### config.mk
export PLATFORM = sky130hd
export DESIGN_NAME = cpu_sequencer
export DESIGN_NICKNAME = d
export VERILOG_FILES = /design/src/rtl/cpu_sequencer.sv
export SDC_FILE = /design/constraint.sdc
export NUM_CORES = 1
export LEC_CHECK = 0
export ABC_AREA = 1
export CAP_MARGIN = 0
export CORE_MARGIN = 4
export CORE_UTILIZATION = 36
export CTS_CLUSTER_DIAMETER = 60
export DETAILED_ROUTE_END_ITERATION = 8
export PLACE_DENSITY_LB_ADDON = 0.2
export SLEW_MARGIN = 0
export SYNTH_ARGS = -nofsm -noshare
export SYNTH_HDL_FRONTEND = slang
export SYNTH_SLANG_ARGS = --single-unit
### constraint.sdc
create_clock -name clk -period 2.1 [get_ports clk]
set_clock_uncertainty 0.1 [all_clocks]
set_input_delay 0.42 -clock clk [delete_from_list [all_inputs] [get_ports clk]]
set_output_delay 0.42 -clock clk [all_outputs]
set_load 0.01 [all_outputs]
### src/rtl/cpu_sequencer.sv
// Instruction sequencer for cpu_top: accepts one instruction, runs it for one EXEC
// cycle, then holds the result on a valid/ready channel. Macro CPU_SEQ_PERF_EN adds a retired-instruction counter.
module cpu_sequencer #(
  parameter int DATA_WIDTH  = 16,
  parameter int NUM_REGS    = 8,
  parameter int ADDR_WIDTH  = $clog2(NUM_REGS),
  parameter int INSTR_WIDTH = DATA_WIDTH + 3*ADDR_WIDTH + 9
) (
  input  logic                   clk,
  input  logic                   reset,
  input  logic                   instr_valid,
  output logic                   instr_ready,
  input  logic [INSTR_WIDTH-1:0] instr,
  output logic                   reg_write_enable,
  output logic [ADDR_WIDTH-1:0]  reg_write_addr,
  output logic [DATA_WIDTH-1:0]  reg_write_data,
  output logic [ADDR_WIDTH-1:0]  reg_read_addr1,
  output logic [ADDR_WIDTH-1:0]  reg_read_addr2,
  output logic [3:0]             alu_comm,
  output logic                   alu_mode,
  output logic                   alu_cin,
  output logic                   b_source_sel,
  output logic [DATA_WIDTH-1:0]  alu_b_imm,
  input  logic [DATA_WIDTH-1:0]  alu_result,
  input  logic                   alu_cout,
  input  logic                   alu_nbo,
  input  logic                   alu_ngo,
  output logic                   res_valid,
  input  logic                   res_ready,
  output logic [DATA_WIDTH-1:0]  res_data,
  output logic                   res_cout,
  output logic [15:0]            instr_count
);

  typedef enum logic [1:0] {S_IDLE, S_EXEC, S_RESP} state_t;

  typedef struct packed {
    logic                  kind;
    logic [3:0]            comm;
    logic                  mode;
    logic                  cin;
    logic                  bsel;
    logic                  we;
    logic [ADDR_WIDTH-1:0] dst;
    logic [ADDR_WIDTH-1:0] src1;
    logic [ADDR_WIDTH-1:0] src2;
    logic [DATA_WIDTH-1:0] imm;
  } instr_t;

  instr_t ins;
  assign ins = instr;

  state_t                state_q, state_d;
  logic                  kind_q, kind_d;
  logic [3:0]            comm_q, comm_d;
  logic                  mode_q, mode_d;
  logic                  cin_q, cin_d;
  logic                  bsel_q, bsel_d;
  logic                  we_q, we_d;
  logic [ADDR_WIDTH-1:0] dst_q, dst_d;
  logic [ADDR_WIDTH-1:0] src1_q, src1_d;
  logic [ADDR_WIDTH-1:0] src2_q, src2_d;
  logic [DATA_WIDTH-1:0] imm_q, imm_d;
  logic [DATA_WIDTH-1:0] res_data_q, res_data_d;
  logic                  res_cout_q, res_cout_d;
  logic                  wr_pend_q, wr_pend_d;

  // Flag outputs of the ALU are not consumed by the sequencer.
  logic unused_flags;
  assign unused_flags = alu_nbo ^ alu_ngo;

`ifdef CPU_SEQ_PERF_EN
  logic [15:0] count_q, count_d;
`endif

  always_comb begin
    state_d    = state_q;
    kind_d     = kind_q;
    comm_d     = comm_q;
    mode_d     = mode_q;
    cin_d      = cin_q;
    bsel_d     = bsel_q;
    we_d       = we_q;
    dst_d      = dst_q;
    src1_d     = src1_q;
    src2_d     = src2_q;
    imm_d      = imm_q;
    res_data_d = res_data_q;
    res_cout_d = res_cout_q;
    wr_pend_d  = 1'b0;
`ifdef CPU_SEQ_PERF_EN
    count_d    = count_q;
`endif
    case (state_q)
      S_IDLE: begin
        if (instr_valid) begin
          kind_d  = ins.kind;
          comm_d  = ins.comm;
          mode_d  = ins.mode;
          cin_d   = ins.cin;
          // LOADI routes its immediate through the B-operand mux.
          bsel_d  = ins.bsel | ins.kind;
          we_d    = ins.we;
          dst_d   = ins.dst;
          src1_d  = ins.src1;
          src2_d  = ins.src2;
          imm_d   = ins.imm;
          state_d = S_EXEC;
        end
      end
      S_EXEC: begin
        res_data_d = kind_q ? imm_q : alu_result;
        res_cout_d = kind_q ? 1'b0 : alu_cout;
        wr_pend_d  = we_q | kind_q;
        state_d    = S_RESP;
      end
      S_RESP: begin
        if (res_ready) begin
          state_d = S_IDLE;
`ifdef CPU_SEQ_PERF_EN
          count_d = count_q + 16'd1;
`endif
        end
      end
      default: state_d = S_IDLE;
    endcase
  end

  always_ff @(posedge clk) begin
    if (reset) begin
      state_q    <= S_IDLE;
      kind_q     <= 1'b0;
      comm_q     <= '0;
      mode_q     <= 1'b0;
      cin_q      <= 1'b0;
      bsel_q     <= 1'b0;
      we_q       <= 1'b0;
      dst_q      <= '0;
      src1_q     <= '0;
      src2_q     <= '0;
      imm_q      <= '0;
      res_data_q <= '0;
      res_cout_q <= 1'b0;
      wr_pend_q  <= 1'b0;
    end else begin
      state_q    <= state_d;
      kind_q     <= kind_d;
      comm_q     <= comm_d;
      mode_q     <= mode_d;
      cin_q      <= cin_d;
      bsel_q     <= bsel_d;
      we_q       <= we_d;
      dst_q      <= dst_d;
      src1_q     <= src1_d;
      src2_q     <= src2_d;
      imm_q      <= imm_d;
      res_data_q <= res_data_d;
      res_cout_q <= res_cout_d;
      wr_pend_q  <= wr_pend_d;
    end
  end

`ifdef CPU_SEQ_PERF_EN
  always_ff @(posedge clk) begin
    if (reset) count_q <= 16'd0;
    else       count_q <= count_d;
  end
  assign instr_count = count_q;
`else
  assign instr_count = 16'd0;
`endif

  assign instr_ready      = (state_q == S_IDLE);
  assign res_valid        = (state_q == S_RESP);
  // wr_pend_q is only ever set for the single cycle following EXEC.
  assign reg_write_enable = wr_pend_q;
  assign reg_write_addr   = dst_q;
  assign reg_write_data   = res_data_q;
  assign reg_read_addr1   = src1_q;
  assign reg_read_addr2   = src2_q;
  assign alu_comm         = comm_q;
  assign alu_mode         = mode_q;
  assign alu_cin          = cin_q;
  assign b_source_sel     = bsel_q;
  assign alu_b_imm        = imm_q;
  assign res_data         = res_data_q;
  assign res_cout         = res_cout_q;

endmodule

==> run_results.csv <==
group,metric,value,unit
final_layout,nNetsFinal,532,
routing,route.detailed.drc,0,
setup_path,arrival,1370,ps
setup_path,cp_max_fo,4,
synthesis,synth_area_per_cell,7.00,sq um
setup_path,path_class,"flop to primary output",
final_layout,layout_commonest_cell,"clkdlybuf4s50_1",
final_layout,synthToLayoutAreaGrowth,45.5,%
sta,fin_tns_setup,0,ps
setup_path,rrSetupSlack,470,ps
routing,dr.pass1.iters,4,
power,p_clk_frac,0.277,
sta,drv_slew,0,
floorplanning,die_y,94.2,um
power,cellPowerDensity,657,nW/um^2
cts,path_clk_slew,110,ps
placed_design,io_buffers,122,
routing,post_drt_wl_per_cell,12.0,um
final_layout,stdcell_area,3890,sq um
placed_design,place_area,3770,sq um
synthesis,ys_top_cells_by_area,"dfxtp_1 (40%), nor2_1 (12%), nand2_1 (10%)",
routing,wirelength,6890,um
sta,max_freq,528,MHz
sta,min_period,1890,ps
outcome,status,"complete, no violations",
power,switchingPower,0.000721,W
min_path,hp-start,"alu_comm[1]$_SDFFE_PP0P_",
routing,vias,2470,
power,p_comb_frac,0.265,
setup_path,slowest_delay,580,ps
min_path,hold_end,"alu_comm[1]$_SDFFE_PP0P_",
setup_path,cp_cell_sequence,"nor2_4, clkdlybuf4s50_1",
cts,clock-sinks,54,
routing,vias_per_cell,4.30,
synthesis,synth.distinct_cells,20,
setup_path,critPathLaunchType,"flop",
setup_path,endpoint_kind,"primary output",
cts,cts.htree.levels,2,
setup_path,crit-reg2reg-launch,"state_q[0]$_SDFFE_PP0P_",
min_path,hold_path_class,"flop to flop",
synthesis,synth_cells,382,
global_route,grt_max_degree,68,
floorplanning,io_pins,141,
floorplanning,core,7250,sq um
cts,cts_setup_buffers,0,
power,cellLeakagePower,1.66,nW
floorplanning,rows,31,
global_route,grtUsageTotal,0.151,
cts,cts_tree,"yes",
synthesis,yosysTopAreaCell,"dfxtp_1",
sta,worst_slew_pin_slew,664,ps
routing,drtIter0Drc,122,
power,p_int,0.00184,W
final_layout,drive_gt1_frac,0.0441,
sta,finalCritPeriodShare,0.902,
floorplanning,die_area,8870,sq um
min_path,hold_depth,2,
setup_path,cp_slowest_cell,"clkdlybuf4s50_1",
synthesis,syn_area,2670,sq um
global_route,grt_first_pass_wirelength,10700,um
final_layout,layout_common_cells,"clkdlybuf4s50_1 (120), nor2_1 (88), nand2_1 (73)",
flow_run,drv_cap,0,
synthesis,ys_warn_count,0,
power,swShare,0.282,
routing,drtAntennaViolNets,0,
sta,rsz0062_at_grt,"no",
global_route,overflow,0,
cts,cts_inserted_buffers,5,
global_route,grt_pass1_vias,2261,
power,power.share.sequential,0.458,
sta,slew_headroom,0.558,
global_route,antenna_found_initial,0,
power,peakVddDrop,0.000302,V
sta,finalWorstSetupSlack,207,ps
synthesis,ys_ff_latch,54,
setup_path,r2r-end,"b_source_sel$_SDFFE_PP0P_",
setup_path,cp.required,1580,ps
placed_design,dpl.hpwl,4760,um
floorplanning,fp.dieW,94.2,um
placed_design,gp_congestion,0.726,
cts,clock_latency,310,ps
synthesis,netlist.area_leader.share,0.404,
floorplanning,initial_core_util,0.369,
setup_path,r2r_cells,6,
final_layout,antennaDiodeCount,0,
synthesis,yosysSeqAreaShare,0.404,
sta,hold_viol,0,
cts,cts_root_buf,"clkbuf_8",
cts,clock_path_buffers,2,
placed_design,place_ws,329,ps
sta,finalSetupViolCount,0,
-- worst max-delay path: cells and delay by family, from the launching register on --
| family | cells | cell delay, ps |
|---|---|---|
| buffers and inverters | 1 | 580 |
| DFF | 1 | 380 |
| and+or+nand+nor | 1 | 110 |
-- worst max-delay path by stage --
stage	slack (ps)	end	startpoint
after floorplan	860	instr_ready	state_q[1]$_SDFFE_PP0P_
after global placement	370	res_valid	state_q[1]$_SDFFE_PP0P_
after detailed placement	330	res_cout$_SDFFE_PP0N_	reset
after CTS	60	res_valid	state_q[1]$_SDFFE_PP0P_
after global routing	150	instr_ready	state_q[0]$_SDFFE_PP0P_
final	210	instr_ready	state_q[0]$_SDFFE_PP0P_
-- synthesized netlist by cell type --
cell type,n
nand3b_1,33
a21oi_1,33
clkinv_1,1
nor2_2,1
o21ai_0,16
inv_1,19
nor2_1,88
nand2_1,73
dfxtp_1,54
o21ai_1,1
nand3_1,1
clkbuf_1,5
buf_2,15
inv_2,1
buf_6,3
nor2_4,1
or2_2,1
conb_1,1
buf_1,3
buf_4,32
-- state kept, by name (all words and copies together) (netlist names) --
| register | cells |
|---|---|
| res_cout | 1 |
| reg_read_addr2 | 3 |
| kind_q | 1 |
| we_q | 1 |
| reg_write_data | 16 |
| alu_cin | 1 |
| alu_comm | 4 |
| b_source_sel | 1 |
| state_q | 2 |
| reg_write_addr | 3 |
| alu_mode | 1 |
| reg_write_enable | 1 |
| alu_b_imm | 16 |
| reg_read_addr1 | 3 |
-- power by group through the flow --
stage	sequential, W	combinational, W	clock (W)
6_report	0.00117	0.000677	0.000708
5_1_grt	0.00119	0.000742	0.000780
4_1_cts	0.00117	0.000686	0.000743
3_5_place_dp	0.00120	0.000684	0
3_3_place_gp	0.00119	0.000676	0
2_1_floorplan	0.00122	0.000349	0
-- kinds of logic after synthesis --
group | share of synthesized area
AND/OR/NAND/NOR | 0.329
buffers and inverters | 0.171
flip-flops | 0.404
AO/OA/AOI/OAI | 0.0936
other | 0.00140
-- through the flow --
step / hold slack, ps / cells / util / power, W
detailed placement: 366 / 567 / 0.520 / 0.00188
global placement: 360 / 567 / 0.520 / 0.00187
CTS: 392 / 575 / 0.536 / 0.00260
floorplan: 352 / 397 / - / 0.00157
finish: 391 / 575 / 0.536 / 0.00256
global route: 411 / 575 / 0.536 / 0.00271
-- routing by layer --
metal  vias up  track usage  wire (um)
met5         -            0          0
met4         0       0.0325         27
met3         4       0.0641        677
met2        84        0.259       3190
met1      1057        0.173       2990
li1       1325            -          -
-- repair_timing --
action,in CTS,in global routing
hold buffers,0,0
endpoints found under the setup margin,1,1
gates resized for setup,1,1
hold endpoints to repair,0,0
-- cell type report --
type                    count  area [sq um]
inverters                  21          78.8
multi-input cells         264          1200
repair buffers            129          1300
fillers                   733          3360
clock inverters             3          45.0
well taps                  99           124
clock buffers               5          68.8
flip-flops and latches     54          1080
(Power assumes the default switching activity.)
